$ cat src/rtl/pea_shot_ctrl.sv
// rtl/pea_shot_ctrl.sv - single-pea object controller: spawn, flight, burst animation, cooldown
module pea_shot_ctrl #(
    parameter int SPEED        = 4,
    parameter int SPAWN_DX     = 34,
    parameter int SPAWN_DY     = 5,
    parameter int X_LIMIT      = 624,
    parameter int Y_LIMIT      = 464,
    parameter int ANIM_DIV     = 4,
    parameter int BURST_FRAMES = 3,
    parameter int COOL_FRAMES  = 10
) (
    input  logic       clk,
    input  logic       rst_n,
    input  logic       frame_tick_i,
    input  logic       game_run_i,
    input  logic       fire_i,
    input  logic       hit_i,
    input  logic [9:0] bird_x_i,
    input  logic [9:0] bird_y_i,
    output logic       peas_valid_o,
    output logic [9:0] peas_x_o,
    output logic [9:0] peas_y_o,
    output logic [2:0] peas_type_o,
    output logic [7:0] hit_count_o,
    output logic       busy_o
);

    typedef enum logic [1:0] {S_IDLE, S_FLY, S_BURST, S_COOL} state_t;

    localparam logic [10:0] X_LIM11    = 11'(X_LIMIT);
    localparam logic [10:0] Y_LIM11    = 11'(Y_LIMIT);
    localparam logic [10:0] SPEED11    = 11'(SPEED);
    localparam logic [10:0] DX11       = 11'(SPAWN_DX);
    localparam logic [10:0] DY11       = 11'(SPAWN_DY);
    localparam logic [7:0]  ANIM_LAST  = 8'(ANIM_DIV - 1);
    localparam logic [7:0]  BURST_LAST = 8'(BURST_FRAMES - 1);
    localparam logic [7:0]  COOL_LAST  = 8'(COOL_FRAMES - 1);

    state_t      state_q;
    logic        valid_q, busy_q, fire_q, fire_pend_q, hit_pend_q;
    logic [9:0]  x_q, y_q;
    logic [2:0]  type_q;
    logic [7:0]  hit_cnt_q, anim_q, burst_q, cool_q;

    logic        fire_rise_d, hit_now_d;
    logic [10:0] spawn_x_sum_d, spawn_y_sum_d, fly_x_sum_d;
    logic [9:0]  spawn_x_d, spawn_y_d;

    // Sums are kept 11 bits wide so a bird near the right edge clamps instead of wrapping.
    assign fire_rise_d   = fire_i & ~fire_q;
    assign hit_now_d     = hit_pend_q | hit_i;
    assign spawn_x_sum_d = {1'b0, bird_x_i} + DX11;
    assign spawn_y_sum_d = {1'b0, bird_y_i} + DY11;
    assign fly_x_sum_d   = {1'b0, x_q} + SPEED11;
    assign spawn_x_d     = (spawn_x_sum_d > X_LIM11) ? X_LIM11[9:0] : spawn_x_sum_d[9:0];
    assign spawn_y_d     = (spawn_y_sum_d > Y_LIM11) ? Y_LIM11[9:0] : spawn_y_sum_d[9:0];

    always_ff @(posedge clk or negedge rst_n) begin
        if (!rst_n) begin
            state_q     <= S_IDLE;
            valid_q     <= 1'b0;
            busy_q      <= 1'b0;
            fire_q      <= 1'b0;
            fire_pend_q <= 1'b0;
            hit_pend_q  <= 1'b0;
            x_q         <= '0;
            y_q         <= '0;
            type_q      <= '0;
            hit_cnt_q   <= '0;
            anim_q      <= '0;
            burst_q     <= '0;
            cool_q      <= '0;
        end else begin
            fire_q <= fire_i;
            if (!game_run_i) begin
                state_q     <= S_IDLE;
                valid_q     <= 1'b0;
                busy_q      <= 1'b0;
                fire_pend_q <= 1'b0;
                hit_pend_q  <= 1'b0;
                anim_q      <= '0;
                burst_q     <= '0;
                cool_q      <= '0;
            end else begin
                case (state_q)
                    S_IDLE: begin
                        // Only a rise already registered before the tick spawns on that tick.
                        if (frame_tick_i && fire_pend_q) begin
                            state_q     <= S_FLY;
                            busy_q      <= 1'b1;
                            valid_q     <= 1'b1;
                            x_q         <= spawn_x_d;
                            y_q         <= spawn_y_d;
                            type_q      <= 3'd0;
                            anim_q      <= '0;
                            fire_pend_q <= 1'b0;
                            hit_pend_q  <= 1'b0;
                        end else if (fire_rise_d) begin
                            fire_pend_q <= 1'b1;
                        end
                    end
                    S_FLY: begin
                        if (frame_tick_i && hit_now_d) begin
                            state_q    <= S_BURST;
                            type_q     <= 3'd4;
                            burst_q    <= '0;
                            hit_pend_q <= 1'b0;
                            if (hit_cnt_q != 8'hff) hit_cnt_q <= hit_cnt_q + 8'd1;
                        end else if (frame_tick_i) begin
                            if (fly_x_sum_d > X_LIM11) begin
                                state_q <= S_COOL;
                                valid_q <= 1'b0;
                                cool_q  <= '0;
                            end else begin
                                x_q <= fly_x_sum_d[9:0];
                                if (anim_q == ANIM_LAST) begin
                                    anim_q <= '0;
                                    type_q <= {1'b0, type_q[1:0] + 2'd1};
                                end else begin
                                    anim_q <= anim_q + 8'd1;
                                end
                            end
                        end else if (hit_i) begin
                            hit_pend_q <= 1'b1;
                        end
                    end
                    S_BURST: begin
                        if (frame_tick_i) begin
                            if (burst_q == BURST_LAST) begin
                                burst_q <= '0;
                                if (type_q != 3'd7) begin
                                    type_q <= type_q + 3'd1;
                                end else begin
                                    state_q <= S_COOL;
                                    valid_q <= 1'b0;
                                    cool_q  <= '0;
                                end
                            end else begin
                                burst_q <= burst_q + 8'd1;
                            end
                        end
                    end
                    S_COOL: begin
                        if (frame_tick_i) begin
                            if (cool_q == COOL_LAST) begin
                                state_q <= S_IDLE;
                                busy_q  <= 1'b0;
                                cool_q  <= '0;
                            end else begin
                                cool_q <= cool_q + 8'd1;
                            end
                        end
                    end
                    default: begin
                        state_q <= S_IDLE;
                        busy_q  <= 1'b0;
                        valid_q <= 1'b0;
                    end
                endcase
            end
        end
    end

    assign peas_valid_o = valid_q;
    assign peas_x_o     = x_q;
    assign peas_y_o     = y_q;
    assign peas_type_o  = type_q;
    assign hit_count_o  = hit_cnt_q;
    assign busy_o       = busy_q;

endmodule

$ cat config.mk
export PLATFORM = sky130hd
export DESIGN_NAME = pea_shot_ctrl
export DESIGN_NICKNAME = d
export VERILOG_FILES = /design/src/rtl/pea_shot_ctrl.sv
export SDC_FILE = /design/constraint.sdc
export NUM_CORES = 1
export LEC_CHECK = 0
export CORE_MARGIN = 5
export CORE_UTILIZATION = 30
export DETAILED_ROUTE_END_ITERATION = 6
export GPL_TIMING_DRIVEN = 0
export MAX_ROUTING_LAYER = met4
export SETUP_SLACK_MARGIN = 0.1
export SLEW_MARGIN = 15
export SYNTH_ARGS = -nofsm -noshare
export SYNTH_HDL_FRONTEND = slang
export SYNTH_SLANG_ARGS = --single-unit
$ cat constraint.sdc
create_clock -name clk -period 4.35 [get_ports clk]
set_clock_uncertainty 0.2 [all_clocks]
set_input_delay 0.87 -clock clk [delete_from_list [all_inputs] [get_ports clk]]
set_output_delay 0.87 -clock clk [all_outputs]
set_load 0.01 [all_outputs]
# After elaboration in Yosys (flattened, before gate mapping)
# Index checks and enable logic that the tools add are counted.
[word_totals]
regBits = 62
inputBits = 26
[op_classes]
add_sub_neg = 9
n_lt_le_gt_ge = 3
eq_ne = 40
mux = 72
n_bitwise = 3
n_reduce_logical = 17
[op_table]
columns = ["cell", "count"]
rows = [
  ["$mux 8", 19],
  ["$mux 10", 6],
  ["$ne 3x3->1 const B", 15],
  ["$add 8x1->8 const B", 4],
  ["$pmux 8 s2", 2],
  ["$mux 3", 8],
  ["$pmux 8 s3", 1],
  ["$reduce_and 8->1", 3],
  ["$add 10x3->11 const B", 2],
  ["$gt 11x10->1 const B", 2],
  ["$mux 1", 20],
  ["$mux 2", 10],
  ["$pmux 10 s2", 1],
  ["$eq 8x2->1 const B", 2],
  ["$ne 4x4->1 const B", 4],
  ["$ne 2x2->1 const B", 7],
  ["$ne 3x1->1 const B", 4],
  ["$reduce_and 4->1", 3],
  ["$add 10x6->11 const B", 1],
  ["$gt 11x9->1 const B", 1],
  ["$pmux 3 s3", 1],
  ["$reduce_and 9->1", 1],
  ["$eq 8x4->1 const B", 1],
  ["$ne 4x1->1 const B", 2],
  ["20 further kinds", 24],
]

# Depth between registers and ports, before layout
# Gate-level depths: netlist (run 1).
[logic_depth]
depth_word = 7
ltp_mapped = 10
ltp_nobuf = 8

# Worst setup path after synthesis (run 1)
# OpenSTA, ideal clock, no wires.
[synth_timing]
kind = "input to register"
start = "input port frame_tick_i"
end = "register cool_q[6]"
arrival_ns = 2.460
required_ns = 4.058
slack_ns = 1.599
stages = 8
path_cell_list = "nor4b_2 -> nand3_1 -> and3_1 -> a221o_1 -> buf_6 -> or3_1 -> buf_2 -> o31ai_2"
[synth_between]
elab_chain_cells = 3
[synth_rtl]
columns = ["item", "line", "rtl"]
rows = [
  ["start, declared", "14", "input logic frame_tick_i,"],
  ["$logic_and 1x1->1", "103", "if (frame_tick_i && hit_now_d) begin"],
  ["$ne 3x3->1 (no line)", "-", ""],
  ["$reduce_and 8->1 (no line) (*)", "-", ""],
  ["end signal, assigned", "150", "cool_q <= cool_q + 8'd1;"],
  ["end, declared", "43", "logic [7:0] hit_cnt_q, anim_q, burst_q, cool_q;"],
]
# Mark *: on every way between the ends. The rest lies on a longest branch, timed or not.
# A chain may end at the register's enable or synchronous reset.

# Final worst setup path (run 1)
[layout_timing]
start = "input port game_run_i"
end = "register y_q[1] (netlist: peas_y_o[1])"
[layout_between]
elab_chain_cells = 1
[layout_rtl]
columns = ["item", "line", "rtl"]
rows = [
  ["start, declared", "15", "input logic game_run_i,"],
  ["$reduce_and 3->1 (no line)", "-", ""],
  ["end signal, assigned", "93", "y_q <= spawn_y_d;"],
  ["end, declared", "41", "logic [9:0] x_q, y_q;"],
]
# Every way passes these cells.

==> results.py, run 1 <==
metrics = {
    "outcome": {
        "run_status": "complete, no violations",
    },
    "sta": {
        "setup_viol_count_final": 0,
        "setup_ws_ns": 1.05,
        "worst_pin_slew_ns": 0.826,
        "finalMaxSlewViolations": 0,
        "finalCriticalPeriod_ns": 3.30,
        "timing_hold_violations_final": 0,
        "relSlewSlack_pct": 44.5,
        "fmax_mhz": 303,
        "total_negative_slack_for_setup_checks_ns": 0,
        "rsz0062_at_grt": "no",
        "timing.final.crit_share_pct": 75.9,
    },
    "routing": {
        "drt_pre_antenna_iters": 4,
        "post_drt_via_cell_ratio": 5.26,
        "antenna_left": 0,
        "dr_total_vias": 3640,
        "route.final.wire_length_um": 10500,
        "route.detailed.wl_per_inst_um": 15.2,
        "dr.first_iter.drc_count": 258,
        "detail_route.drc_violations": 0,
    },
    "global_route": {
        "globalRouteMet1Util_pct": 17.4,
        "grt_pass1_vias": 3675,
        "grt.overflow.total": 0,
        "global_route_wire_length_before_repair_um": 17900,
        "top_usage_layer": "met2",
        "grtUsageMet3_pct": 3.05,
        "groute.layer.met2.usage_pct": 22.0,
        "grt_antenna_before_repair": 0,
        "grt_usage_pct": 13.8,
        "grt_start_max_net_pins": 53,
    },
    "pwr": {
        "total_leakage_power_uw": 0.00213,
        "ir_drop_worst_case_vdd_mv": 0.272,
        "p_per_area_mw_per_mm2": 513,
        "power_uw": 2660,
    },
    "logic_synthesis": {
        "synth_top_cell_by_area": "dfrtp_1",
        "main_area_contributors_after_synthesis": "dfrtp_1 (38%), ha_1 (4.9%), nand2_1 (3.4%)",
        "yosys_most_used_dff": "dfrtp_1",
        "postSynthNetCount": 483,
        "synth.yosys.seq_area_share_pct": 38.4,
        "postSynth.asyncResetShare_pct": 100,
        "synthDominantCellAreaShare_pct": 38.4,
        "synth_area_per_cell_um2": 9.17,
        "synth_seq_cells": 62,
        "synth_enable_flop_cells": 0,
        "synth_commonest_cells": "dfrtp_1 (62), nand2_1 (37), nor2_1 (35)",
        "post_synth_instance_area_mm2": 0.00405,
        "most_common_cell_in_the_netlist": "dfrtp_1",
        "yosys.cell_types.count": 70,
        "syn_inst": 441,
        "synth_warnings": 0,
    },
    "clock_network": {
        "clk_pin_slew_ns": 0.05,
        "clock_tree.htree_level_count": 3,
        "cts-buffers-inserted": 9,
        "cts.sink_count": 62,
        "clock_tree.root_cell": "clkbuf_16",
        "postCtsSetupRepairBufs": 0,
        "cts-root-to-sink-buffers": 2,
        "cts_hold_buf": 0,
        "ctsResizeCount": 0,
        "cts_tree": "done",
        "insertion_delay_of_the_later_clocked_pin_in_the_worst_skew_pair_ns": 0.33,
    },
    "floorplan": {
        "design.core.area_mm2": 0.0132,
        "die_width_um": 126,
        "ioPinCount": 59,
        "initial_core_util_pct": 30.5,
        "full_die_area_mm2": 0.0159,
        "die_height_um": 126,
        "placementRows": 42,
    },
    "worst_setup_path": {
        "worst_path_max_delay_cell": "clkdlybuf4s50_1",
        "path_cells": "clkdlybuf4s50_1 -> clkbuf_1 -> nand2_1 -> nor2_1 -> nand2_1 -> a31oi_1 -> a22o_1",
        "cp_slowest_stage_delay_ns": 0.60,
        "worstSetupStartpointType": "input pin",
        "criticalPathCategory": "in2reg",
        "cp_max_fo": 10,
        "timing.critical_path.arrival_ns": 3.37,
        "end_kind": "flip-flop",
        "cp.required_ns": 4.41,
        "worst_path_most_repeated_cell": "nand2_1",
        "timing.critical_path.buf_inv": 2,
        "cell_family_with_most_cp_delay": "buffers and inverters",
    },
    "layout": {
        "final_nets": 553,
        "n_antenna_cell": 0,
        "nFillCells": 1330,
        "stdcell_area_mm2": 0.00517,
        "post_route_cells_drive_above_1_share_pct": 7.56,
        "synthToLayoutAreaGrowth_pct": 27.9,
    },
    "job": {
        "max_cap_viol_count": 0,
    },
    "placed_design": {
        "place.detailed.hpwl_um": 7740,
        "io_buffers": 58,
        "dp_worst_setup_slack_ns": 0.758,
        "placedInstanceArea_mm2": 0.00487,
        "gp_congestion": 0.895,
    },
    "min_path": {
        "min_path_type": "in2async",
    },
}
[flip-flops by register name, indices dropped and copies added (netlist names), 2 cells and up]
signal and cells:
anim_q 8, peas_x_o 10, hit_count_o 8, cool_q 8
burst_q 8, state_q 2, peas_y_o 10, peas_type_o 3
[worst paths after layout]
| kind | start | endpoint | slack, ns | depth (start not counted) |
|---|---|---|---|---|
| max in group asynchronous | rst_n | peas_x_o[9] | 3.27 | 2 |
| min in group clk | anim_q[7] | anim_q[7] | 0.29 | 1 |
| worst max-delay path | game_run_i | peas_y_o[1] | 1.05 | 7 |
| worst min register to register | anim_q[7] | anim_q[7] | 0.29 | 1 |
| worst max register to register | peas_x_o[2] | cool_q[6] | 1.38 | 9 |
| worst min-delay path | rst_n | peas_x_o[5] | 0.18 | 1 |
[report_power, final]
group | switching [µW] | internal [µW] | total [µW]
clock network | 250 | 471 | 721
registers | 155 | 703 | 858
logic | 579 | 497 | 1080
total | 984 | 1670 | 2660
[layer usage]
metal / routed length (µm) / part of all wire [%]
met2: 4950 / 47
met4: 113 / 1.1
met1: 4960 / 47
met5: 0 / 0
met3: 493 / 4.7
[kinds of logic (layout without fill, tap and decap cells)]
family | Yosys count | in the layout | synth area share, %
flops | 62 | 62 | 38.4
fa+ha+maj | 16 | 16 | 4.95
buf+inv | 30 | 105 | 3.12
simple gates | 171 | 171 | 23.2
mux | 11 | 11 | 2.88
compound gates | 127 | 127 | 22.3
xor+xnor | 24 | 24 | 5.20
[stage by stage]
step	util (%)	hold WS, ns	std cells
floorplan	-	0.255	441
global placement	36.6	0.285	675
detailed placement	36.8	0.273	676
CTS	39.1	0.179	692
global route	39.1	0.191	692
finish	39.1	0.183	692
[final cells by class]
class	count	area (µm²)	share of cell area [%]
plain buffers	16	73.8	1.43
clock buffers	12	256	4.96
clock inverters	4	45.0	0.871
inverters	14	52.6	1.02
multi-input cells	349	2370	45.8
flip-flops and latches	62	1550	30.0
well taps	176	220	4.26
repair buffers	59	606	11.7
[cells in the final DEF (no fill, tap or decap), drive strengths merged, types with 8 or more instances in the layout]
master,synthesis,routed
nor2,36,36
clkdlybuf4s50,0,57
inv,13,13
nand2,37,37
xnor2,14,14
nor2b,9,9
buf,6,8
nand3,26,26
xor2,10,10
a21oi,9,9
nand4,9,9
o31ai,19,19
and3,14,14
dfrtp,62,62
ha,16,16
clkbuf,10,22
o21ai,39,39
No activity file was read; power rests on OpenSTA's default activity.
==> inputs of run 2 (changes only) <==
Clock period 4.35 ns to 3 ns, I/O delays scaled along.
==> results.py, run 2 (synthesis results as in run 1) <==
metrics = {
    "layout": {
        "mostFrequentLayoutCell": "dfrtp_1",
        "final_cell_mix": "dfrtp_1 (60), clkdlybuf4s50_1 (57), nand2_1 (37), nor2_1 (34), nand3_1 (25)",
        "synthToLayoutAreaGrowth_pct": 29.2,
        "post_layout_nonfiller_instances": 692,
        "nFillCells": 1320,
        "n_antenna_cell": 0,
        "final_nets": 553,
        "stdcell_area_mm2": 0.00523,
        "post_route_cells_drive_above_1_share_pct": 10.1,
    },
    "pwr": {
        "sequentialPowerShare_pct": 32.3,
        "cellInternalPower_uw": 2430,
        "power_uw": 3860,
        "power_switching_uw": 1420,
        "total_leakage_power_uw": 0.00215,
        "power.clock.fraction_pct": 27.0,
        "swShare_pct": 36.9,
        "power.share.combinational_pct": 40.7,
        "ir_drop_worst_case_vdd_mv": 0.390,
        "p_per_area_mw_per_mm2": 738,
    },
    "clock_network": {
        "cts_tree": "done",
        "clock_tree.htree_level_count": 3,
        "clock_tree.root_cell": "clkbuf_16",
        "insertion_delay_of_the_later_clocked_pin_in_the_worst_skew_pair_ns": 0.33,
        "cts.sink_count": 62,
        "clk_pin_slew_ns": 0.05,
        "cts-buffers-inserted": 9,
        "cts-root-to-sink-buffers": 2,
    },
    "floorplan": {
        "design.core.area_mm2": 0.0132,
        "placementRows": 42,
        "ioPinCount": 59,
        "die_height_um": 126,
        "full_die_area_mm2": 0.0159,
        "die_width_um": 126,
        "initial_core_util_pct": 30.5,
    },
    "global_route": {
        "top_usage_layer": "met2",
        "grt_antenna_before_repair": 0,
        "groute.layer.met2.usage_pct": 21.9,
        "grt_start_max_net_pins": 53,
        "grt.overflow.total": 0,
        "grt_pass1_vias": 3669,
        "globalRouteMet1Util_pct": 17.4,
        "global_route_wire_length_before_repair_um": 17900,
        "grtUsageMet3_pct": 3.01,
        "grt_usage_pct": 13.8,
    },
    "routing": {
        "dr_total_vias": 3647,
        "drt_pre_antenna_iters": 4,
        "dr.first_iter.drc_count": 229,
        "route.final.wire_length_um": 10500,
        "post_drt_via_cell_ratio": 5.27,
        "antenna_left": 0,
        "route.detailed.wl_per_inst_um": 15.2,
        "detail_route.drc_violations": 0,
    },
    "sta": {
        "worst_hold_slack_ns": 0.285,
        "timing_hold_violations_final": 0,
        "worst_pin_slew_ns": 0.650,
        "finalCriticalPeriod_ns": 2.88,
        "fmax_mhz": 348,
        "total_negative_slack_for_setup_checks_ns": 0,
        "timing.final.crit_share_pct": 95.9,
        "rsz0062_at_grt": "yes",
        "setup_viol_count_final": 0,
        "finalMaxSlewViolations": 0,
        "relSlewSlack_pct": 56.4,
    },
    "worst_setup_path": {
        "r2r_slack_ns": 0.19,
        "path_cells": "clkdlybuf4s50_1 -> nor4b_4 -> nand3_1 -> and3_1 -> a221o_1 -> buf_6 -> or3_1 -> buf_2 -> o31ai_2",
        "rr_startpoint": "peas_x_o[2]",
        "r2r_cells": 9,
        "cp.required_ns": 3.03,
        "worst_path_max_delay_cell": "clkdlybuf4s50_1",
        "cp_slowest_stage_delay_ns": 0.54,
        "worst_r2r_endpoint": "cool_q[6]",
        "worstSetupStartpointType": "input pin",
        "timing.critical_path.arrival_ns": 2.91,
        "criticalPathCategory": "in2reg",
        "worstSetupStartpoint": "frame_tick_i",
        "endpoint_of_the_most_critical_setup_path": "cool_q[6]",
        "cp_max_fo": 10,
        "end_kind": "flip-flop",
    },
    "placed_design": {
        "place.detailed.hpwl_um": 7740,
        "gp_congestion": 0.895,
        "placedInstanceArea_mm2": 0.00487,
        "cell_count_after_placement": 676,
        "io_buffers": 58,
    },
    "job": {
        "max_cap_viol_count": 0,
    },
    "min_path": {
        "min_path_type": "reg2reg",
    },
    "outcome": {
        "run_status": "complete, no violations",
    },
}
-- run 2: cell count changes in the layout (fill, tap and decap cells not counted), moves of 2 or more --
cell      delta
buf_1        -2
clkbuf_2     +3
dfrtp_1      -2
dfrtp_2      +2
clkbuf_1     -3
-- run 2: area by class of cell --
cell class              instances  area (µm²)  share of cell area (%)
multi-input cells             349        2410                    46.0
flip-flops and latches         62        1550                    29.7
repair buffers                 61         623                    11.9
clock buffers                  12         256                    4.91
well taps                     176         220                    4.21
plain buffers                  14        70.1                    1.34
inverters                      14        52.6                    1.01
clock inverters                 4        45.0                   0.862
-- run 2: per-stage QoR --
stage | utilization [%] | setup slack (ns)
floorplan | - | 0.335
global placement | 36.6 | -0.975
detailed placement | 36.8 | -0.322
CTS | 39.2 | 0.102
global route | 39.5 | 0.0116
finish | 39.5 | 0.124
-- run 2: worst min-delay path by stage --
| stage | from | end | slack (ns) | cells past startpoint |
|---|---|---|---|---|
| 2_1_floorplan | rst_n | anim_q[0] | 0.10 | 0 |
| 3_3_place_gp | peas_y_o[9] | peas_y_o[9] | 0.29 | 1 |
| 3_5_place_dp | rst_n | hit_count_o[5] | 0.26 | 1 |
| 4_1_cts | anim_q[7] | anim_q[7] | 0.29 | 1 |
| 5_1_grt | anim_q[7] | anim_q[7] | 0.30 | 1 |
| 6_report | anim_q[7] | anim_q[7] | 0.28 | 1 |
-- run 2: power groups by stage --
stage               registers (µW)  clock network (µW)  logic [µW]
floorplan                     1280                   0         867
global placement              1250                   0        1530
detailed placement            1250                   0        1560
CTS                           1250                1070        1570
global route                  1280                1110        1730
finish                        1240                1040        1570
-- run 2: repair_timing --
action,CTS,global route
setup buffers,0,1
endpoints found under the hold margin,10,0
resized for setup,3,11
hold buffers,1,0
setup endpoints to repair,9,33
pin swaps,0,1
-- run 2: per-layer routing --
metal | share of wire [%] | vias up
met4 | 1.4 | 0
met5 | 0 | -
met2 | 47 | 70
met3 | 4.7 | 12
met1 | 47 | 1774
li1 | - | 1791
-- run 2: worst max-delay path, delay by kind of cell --
| kind | cells | cell delay, ns |
|---|---|---|
| compound gates | 2 | 0.49 |
| buf+inv | 3 | 0.86 |
| simple gates | 4 | 0.96 |
==> inputs of run 3 (changes only) <==
Settings changed: CTS_CLUSTER_DIAMETER set to 30.
==> results of run 3 <==
No change in the layout: final DEF, timing and power equal those of run 2.
